File: config.mk
export PLATFORM = sky130hd
export DESIGN_NAME = paddle_bank
export DESIGN_NICKNAME = d
export VERILOG_FILES = /design/src/rtl/paddle_bank.sv
export SDC_FILE = /design/constraint.sdc
export NUM_CORES = 1
export LEC_CHECK = 0
export BUFFER_PORTS_ARGS = -buffer_cell sky130_fd_sc_hd__buf_4
export CELL_PAD_IN_SITES_DETAIL_PLACEMENT = 1
export CELL_PAD_IN_SITES_GLOBAL_PLACEMENT = 1
export CORE_UTILIZATION = 25
export CTS_CLUSTER_DIAMETER = 150
export DETAILED_ROUTE_END_ITERATION = 8
export PLACE_DENSITY_LB_ADDON = 0.08
export SETUP_SLACK_MARGIN = 0.05
export SLEW_MARGIN = 10
export SYNTH_ARGS = -nofsm -noshare
export SYNTH_HDL_FRONTEND = slang
export SYNTH_SLANG_ARGS = --single-unit
File: constraint.sdc
create_clock -name clk -period 8.92 [get_ports clk]
set_clock_uncertainty 0.15 [all_clocks]
set_input_delay 0.446 -clock clk [delete_from_list [all_inputs] [get_ports clk]]
set_output_delay 0.446 -clock clk [all_outputs]
set_load 0.02 [all_outputs]
File: src/rtl/paddle_bank.sv
// paddle_bank: multi-channel vertical paddle motion with clamp/wrap limits.
// Define PADDLE_ACCEL_EN to halve the step period after ACCEL_STEPS steps.
module paddle_bank #(
  parameter int NUM_PADDLES = 2,
  parameter int Y_RES       = 600,
  parameter int PADDLE_H    = 80,
  parameter int POS_W       = 10,
  parameter int TICK_W      = 16,
  parameter int ACCEL_STEPS = 16
) (
  input  logic                         clk,
  input  logic                         reset,
  input  logic                         game_on,
  input  logic                         wrap_mode,
  input  logic [TICK_W-1:0]            ticks_per_px,
  input  logic [NUM_PADDLES-1:0]       up,
  input  logic [NUM_PADDLES-1:0]       down,
  output logic [NUM_PADDLES*POS_W-1:0] position,
  output logic [NUM_PADDLES-1:0]       moving_up,
  output logic [NUM_PADDLES-1:0]       moving_down,
  output logic [NUM_PADDLES-1:0]       at_limit
);

  typedef enum logic [1:0] {
    IDLE   = 2'd0,
    MOV_UP = 2'd1,
    MOV_DN = 2'd2
  } state_t;

  localparam logic [POS_W-1:0] MIN_POS = POS_W'(PADDLE_H / 2);
  localparam logic [POS_W-1:0] MAX_POS = POS_W'(Y_RES - PADDLE_H / 2);
  localparam logic [POS_W-1:0] TOP_POS = POS_W'(Y_RES - 1);
  localparam logic [POS_W-1:0] MID_POS = POS_W'(Y_RES / 2);

  logic [TICK_W-1:0] teff_norm;

  assign teff_norm = (ticks_per_px == '0) ? TICK_W'(1) : ticks_per_px;

`ifdef PADDLE_ACCEL_EN
  localparam int SW = $clog2(ACCEL_STEPS + 1);

  logic [TICK_W-1:0] half_tpp;
  logic [TICK_W-1:0] teff_fast;

  assign half_tpp  = ticks_per_px >> 1;
  assign teff_fast = (half_tpp == '0) ? TICK_W'(1) : half_tpp;
`endif

  for (genvar i = 0; i < NUM_PADDLES; i++) begin : g_ch
    state_t            state;
    state_t            nxt;
    logic [TICK_W-1:0] cnt;
    logic [TICK_W-1:0] teff;
    logic [POS_W-1:0]  pos;
    logic [POS_W-1:0]  pos_n;
    logic              moving;
    logic              tick_hit;
    logic              stepped;
    logic              lim;
    logic              mu;
    logic              md;

    always_ff @(posedge clk) begin
      if (!reset) state <= IDLE;
      else        state <= nxt;
    end

    always_comb begin
      nxt = IDLE;
      unique case (1'b1)
        game_on && up[i] && !down[i]: nxt = MOV_UP;
        game_on && down[i] && !up[i]: nxt = MOV_DN;
        default:                      nxt = IDLE;
      endcase
    end

    always_comb begin
      mu = (state == MOV_UP);
      md = (state == MOV_DN);
    end

    assign moving = (state != IDLE) && (state == nxt);

`ifdef PADDLE_ACCEL_EN
    logic [SW-1:0] steps;
    logic          fast;

    assign fast = (steps == SW'(ACCEL_STEPS));
    assign teff = fast ? teff_fast : teff_norm;

    // Only real moves count; blocked or forced steps do not.
    always_ff @(posedge clk) begin
      if (!reset || !moving) steps <= '0;
      else if (stepped && !fast) steps <= steps + 1'b1;
    end
`else
    logic unused_accel;

    assign teff         = teff_norm;
    assign unused_accel = &{1'b0, stepped, (ACCEL_STEPS > 0)};
`endif

    assign tick_hit = moving && (cnt >= teff - 1'b1);

    // Out-of-range positions are pulled back before any step.
    always_comb begin
      pos_n   = pos;
      stepped = 1'b0;
      if (wrap_mode) begin
        if (pos > TOP_POS) begin
          pos_n = TOP_POS;
        end else if (tick_hit && state == MOV_UP) begin
          pos_n   = (pos == TOP_POS) ? '0 : pos + 1'b1;
          stepped = 1'b1;
        end else if (tick_hit && state == MOV_DN) begin
          pos_n   = (pos == '0) ? TOP_POS : pos - 1'b1;
          stepped = 1'b1;
        end
      end else begin
        if (pos < MIN_POS) begin
          pos_n = MIN_POS;
        end else if (pos > MAX_POS) begin
          pos_n = MAX_POS;
        end else if (tick_hit && state == MOV_UP) begin
          if (pos < MAX_POS) begin
            pos_n   = pos + 1'b1;
            stepped = 1'b1;
          end
        end else if (tick_hit && state == MOV_DN) begin
          if (pos > MIN_POS) begin
            pos_n   = pos - 1'b1;
            stepped = 1'b1;
          end
        end
      end
    end

    always_ff @(posedge clk) begin
      if (!reset) begin
        pos <= MID_POS;
        cnt <= '0;
        lim <= 1'b0;
      end else begin
        pos <= pos_n;
        lim <= !wrap_mode && (pos_n == MIN_POS || pos_n == MAX_POS);
        if (!moving || tick_hit) cnt <= '0;
        else                     cnt <= cnt + 1'b1;
      end
    end

    assign position[i*POS_W +: POS_W] = pos;
    assign moving_up[i]               = mu;
    assign moving_down[i]             = md;
    assign at_limit[i]                = lim;
  end

endmodule

======== After elaboration in Yosys (flattened, before gate mapping) ========
Index checks and enable logic that the tools add are counted.
operators by class
  eq/ne operators ......................... 12
  add/sub/neg operators ................... 7
  reductions and logical operators ........ 36
  bitwise logic cells ..................... 1
  mux-type cells .......................... 27
  order comparisons ....................... 12
operators with widths
  kind                   number
  $mux 10                24
  $eq 10x10->1 const B   4
  $gt 10x10->1 const B   4
  $add 16x1->16 const B  2
  $ge 16x16->1           2
  $add 10x1->10 const B  2
  $eq 10x6->1 const B    2
  $gt 10x6->1 const B    2
  $logic_not 10->1       2
  $lt 10x10->1 const B   2
  $lt 10x6->1 const B    2
  $sub 10x1->10 const B  2
  $logic_and 1x1->1      18
  $logic_not 16->1       1
  $mux 16                1
  $sub 16x1->16 const B  1
  $pmux 2 s2             2
  $logic_not 1->1        7
  $eq 2x1->1 const B     2
  $eq 2x2->1             2
  $eq 2x2->1 const B     2
  $logic_or 1x1->1       4
  $reduce_bool 2->1      2
  $reduce_or 2->1        2
  $not 1->1              1
storage, ports and cells
  bits of input ports ..................... 24
  word-level logic and storage cells ...... 103
  register bits ........................... 58
  output and inout bits ................... 26

======== Depth between registers and ports, before layout ========
  word-level depth ........................ 15
  depth in mapped cells ................... 22
  gate-level depth less buffers ........... 20

======== Worst setup path before layout ========
OpenSTA, ideal clock, no wires.
  path kind ............................... input port to flip-flop
  from .................................... input port ticks_per_px[6]
  to ...................................... register g_ch[1].lim
  required time ........................... 8,683 ps
  setup time .............................. 87 ps
  setup slack ............................. 3,309 ps
  cell stages on the path ................. 21
  arrival time ............................ 5,374 ps
  buffers on the path ..................... 1
  cell sequence ........................... or4_1 > nor4_1 > nand2b_1 > or4_1 > nor2_1 > nor2_1 > ha_1 > nand3b_1 > nor4_1 > xnor2_1 > ha_1 > nand4_1 > or3_1 > o32a_1 > buf_6 > a2111oi_4 > a21oi_1 > o211a_1 > nand4b_1 > or4b_1 > nor4b_2
between the ends
  longest elaborated chain between the ends .. 14
  elaborated cells between the ends (all ways) .. 19
  those cells by class .................... 1 x add/sub; 1 x order compare; 2 x eq/ne; 9 x mux; 6 x reduce/logical
ends and longest elaborated chain
  item                                                RTL line  source
  start: declaration                                  15        input logic [TICK_W-1:0] ticks_per_px,
  $logic_not 16->1                                    37        assign teff_norm = (ticks_per_px == '0) ? TICK_W'(1) : ticks_per_px;
  $mux 16 *                                           37
  $sub 16x1->16 *                                     103       assign tick_hit = moving && (cnt >= teff - 1'b1);
  $ge 16x16->1 *                                      103
  $logic_and 1x1->1 *                                 103
  $logic_and 1x1->1                                   115, 129
  $mux 10                                             129       end else if (tick_hit && state == MOV_DN) begin
  $mux 10                                             124       end else if (tick_hit && state == MOV_UP) begin
  $mux 10                                             122       end else if (pos > MAX_POS) begin
  $mux 10                                             120       if (pos < MIN_POS) begin
  $mux 10 *                                           109       if (wrap_mode) begin
  $eq 10x6->1 / $eq 10x10->1 (equally long branches)  145       lim <= !wrap_mode && (pos_n == MIN_POS || pos_n == MAX_POS);
  $logic_or 1x1->1 *                                  145
  $logic_and 1x1->1 *                                 145
  end signal: assignment                              145
  end: declaration                                    59        logic lim;
Mark *: on every way between the ends. The rest lies on a longest branch, timed or not.
A chain may end at the register's enable or synchronous reset.

======== Final worst setup path ========
  from .................................... input port ticks_per_px[6]
  to ...................................... register g_ch[0].lim
between the ends
  longest elaborated chain between the ends .. 14
  elaborated cells between the ends (all ways) .. 19
  those cells by class .................... 1 x add/sub; 1 x order compare; 2 x eq/ne; 9 x mux; 6 x reduce/logical
ends and longest elaborated chain
  item                                                RTL line
  $logic_not 16->1                                    37
  $mux 16 *                                           37
  $sub 16x1->16 *                                     103
  $ge 16x16->1 *                                      103
  $logic_and 1x1->1 *                                 103
  $logic_and 1x1->1                                   115, 129
  $mux 10                                             129
  $mux 10                                             124
  $mux 10                                             122
  $mux 10                                             120
  $mux 10 *                                           109
  $eq 10x6->1 / $eq 10x10->1 (equally long branches)  145
  $logic_or 1x1->1 *                                  145
  $logic_and 1x1->1 *                                 145
  end signal: assignment                              145
  end: declaration                                    59
Marks and branches as above.

==> results.yml <==
floorplanning:
  rows: 52
  initial_core_util_pct: 25.7
  ioPinCount: 50
  die_area_mm2: 0.0216
  die_x_um: 147
  die_h_um: 147
  core_area_mm2: 0.0204
min_path:
  hold_end: "g_ch[1].state[0]"
  worstHoldPathType: "in -> reg"
  hold_start: "down[1]"
  min_path_cells: 2
sta:
  setup-violations-final: 0
  fmax_ghz: 0.162
  finalCritPeriodShare_pct: 69.2
  slew_headroom_pct: 23.6
  rsz0062_at_grt: "false"
  fin_tns_setup_ns: 0
  fin_crit_ns: 6.17
  hold_violations: 0
  worst_slew_pin_slew_ns: 1.14
  maxSlewViolCount: 0
global_route:
  antenna_found_initial: 0
  grt_pass1_vias: 5559
  overflow: 0
  grt_max_degree: 25
  grt_pass1_wl_mm: 31.4
  grt_usage_pct: 18.6
synthesis:
  ys_warn_count: 0
  synth_area_leaders: "dfxtp_1 (22%), ha_1 (9.3%), nor2_1 (5.7%), nand2_1 (5.4%), xnor2_1 (4.7%)"
  ys_seq_area_share_pct: 22.1
  synth_top_area_cell: "dfxtp_1"
  ys_dominant_reg_cell: "dfxtp_1"
  synth_cell_type_count: 75
  yosysMostFrequentCell: "nor2_1"
  synth.top_cell.area_share_pct: 22.1
  syn_area_mm2: 0.00526
  postSynthCellCount: 706
  syn-num-nets: 769
  avgSynthCellArea_um2: 7.45
  synth_common_cells: "nor2_1 (80), nand2_1 (75), dfxtp_1 (58), a21oi_1 (43), ha_1 (39)"
  ys_ff_latch: 58
  synth-edff-count: 0
  async_reset_ff_share_pct: 0
worst_setup_path:
  slowest_stage: "a21oi_1"
  crit_fanout: 13
  worstSetupStartpointType: "input port"
  end_kind: "register"
  critical_path.most_common_cell: "nor2_1"
  critPathArrivalTime_ns: 6.27
  reg2reg_depth: 11
  worst-setup-path-type: "in -> reg"
  critPathMaxStageDelay_ns: 0.91
  rr_endpoint: "g_ch[1].lim"
  crit_required_ns: 9.02
  critical_path.cell_chain: "buf_4 > or4_1 > nor4_1 > nand2b_1 > or4_1 > nor2_1 > nor2_1 > ha_1 > nand3b_1 > nor2_1 > xnor2_1 > ha_1 > nand4_1 > nor3_1 > a31oi_1 > a21oi_1 > and2_1 > a2111oi_0 > o22a_1 > or3_1 > a211oi_1"
  r2r-start: "g_ch[1].cnt[0]"
  reg2reg_slack_ns: 4.98
power:
  clkPwrFrac_pct: 54.6
  p_comb_share_pct: 9.7
  p_sw_share_pct: 25.0
  p_leak_nw: 2.22
  p_int_mw: 0.563
  powerDensity_mw_per_mm2: 122
  ir_drop_v: 0.0000641
  p_sw_mw: 0.188
  seq_power_share_pct: 35.7
routing:
  drt_iter0_markers: 357
  drc_errors: 0
  wl_per_cell_um: 19.7
  drtPass1Iterations: 5
  wirelength_mm: 19.8
  postRouteAntennaNets: 0
  viasPerCell: 5.51
  vias: 5536
clocking:
  clock_path_buffers: 2
  numCtsBuffers: 9
  post_cts_resized: 0
  cts_htree_levels: 3
  clk_latency_ns: 0.34
  ctsHoldBuffers: 0
  cts_root_buf: "clkbuf_16"
  clk_pin_slew_worst_paths_ns: 0.06
  postCtsSetupBuffers: 0
  cts_tree: "yes"
  clkSinkCount: 58
cells_and_area:
  fin_util_pct: 30.1
  n_antenna_cell: 0
  stdcell_area_mm2: 0.00614
  syn_to_final_growth_pct: 16.8
  drive_gt1_share_pct: 10.6
  final_nets: 793
placed_design:
  placed_cell_area_mm2: 0.00581
  dp_hpwl_mm: 15.1
  gp_congestion: 0.883
  numPortBuffers: 49
run:
  cap_violations: 0
outcome:
  status: "completed"
-- power groups by stage --
stage / combinational, mW / clock (mW) / sequential, mW
after floorplan: 0.0438 / 0 / 0.271
after global placement: 0.0723 / 0 / 0.273
after detailed placement: 0.0732 / 0 / 0.273
after CTS: 0.0735 / 0.419 / 0.268
after global routing: 0.0802 / 0.430 / 0.268
final: 0.0729 / 0.410 / 0.268
-- through the flow --
step           instances  power, mW  setup slack (ns)  hold WS (ns)
6_report            1005      0.751              2.75         0.129
5_1_grt             1005      0.778              2.19         0.133
4_1_cts             1005      0.760              2.76         0.119
3_5_place_dp         989      0.347              2.44         0.325
3_3_place_gp         989      0.346              2.60         0.312
2_1_floorplan        706      0.315              3.31         0.287
-- cell families (layout without fill, tap and decap cells) --
group	count (synthesis)	after routing	share of synthesized area [%]
AND/OR/NAND/NOR	311	311	29.9
adder cells (fa/ha/maj)	39	39	9.28
AO/OA/AOI/OAI	182	182	24.6
flip-flops	58	58	22.1
XOR/XNOR	52	52	8.66
buffers and inverters	62	91	5.04
multiplexers	2	2	0.381
-- cell type report --
cell class                 instances  area [µm²]
tap                              270         338
timing repair buffer              52         390
clock inverter                     6         105
inverter                          23        86.3
fill                            2557       14300
clock buffer                      10         229
multi-input combinational        586        3830
sequential                        58        1160
-- worst max-delay path by stage --
stage                               start     endpoint  slack (ns)  cells past startpoint
after floorplan           ticks_per_px[6]  g_ch[1].lim        3.31                     21
after global placement    ticks_per_px[6]  g_ch[1].lim        2.60                     21
after detailed placement  ticks_per_px[6]  g_ch[0].lim        2.44                     21
after CTS                 ticks_per_px[6]  g_ch[0].lim        2.76                     21
after global routing      ticks_per_px[6]  g_ch[0].lim        2.19                     21
final                     ticks_per_px[6]  g_ch[0].lim        2.75                     21
-- flip-flops by register name, summed over array words and instances (netlist names) --
register / flops
g_ch.lim: 2
g_ch.cnt: 32
g_ch.state: 4
g_ch.pos: 20
-- worst max-delay path, delay by kind of cell --
| kind | cells | cell delay [ns] |
|---|---|---|
| xor+xnor | 1 | 0.17 |
| buf+inv | 1 | 0.13 |
| simple gates | 12 | 3.18 |
| fa+ha+maj | 2 | 0.54 |
| compound gates | 5 | 1.78 |
-- layer usage --
| layer | global-route usage (%) | part of all wire [%] | vias up | wire [µm] |
|---|---|---|---|---|
| li1 | - | - | 2660 | - |
| met1 | 25.5 | 48 | 2713 | 9540 |
| met2 | 30.3 | 47 | 143 | 9270 |
| met3 | 1.93 | 3.2 | 20 | 641 |
| met4 | 5.98 | 1.6 | 0 | 314 |
| met5 | 0 | 0 | - | 0 |
-- placed cells by master, fill, tap and decap left out, types with 4 or more instances in the layout --
cell type	n
a22o_1	4
a211oi_1	8
o21a_1	11
buf_4	52
o2111ai_1	4
a31oi_1	12
or4_1	4
and2_1	8
a221oi_1	4
inv_1	23
or3_1	13
xnor2_1	28
o21ai_0	29
a32oi_1	5
clkbuf_16	9
and3_1	9
nand3_1	26
a21o_1	4
a2111oi_0	4
dfxtp_1	58
a2bb2oi_1	4
nor3_1	25
nand4_1	20
nor2b_1	8
nand2_1	75
nor2_1	80
nand2b_1	6
ha_1	39
a21oi_1	43
nand3b_1	4
nor3b_1	8
a21boi_0	6
nor4_1	9
xor2_1	24
No activity file was read; power rests on OpenSTA's default activity.
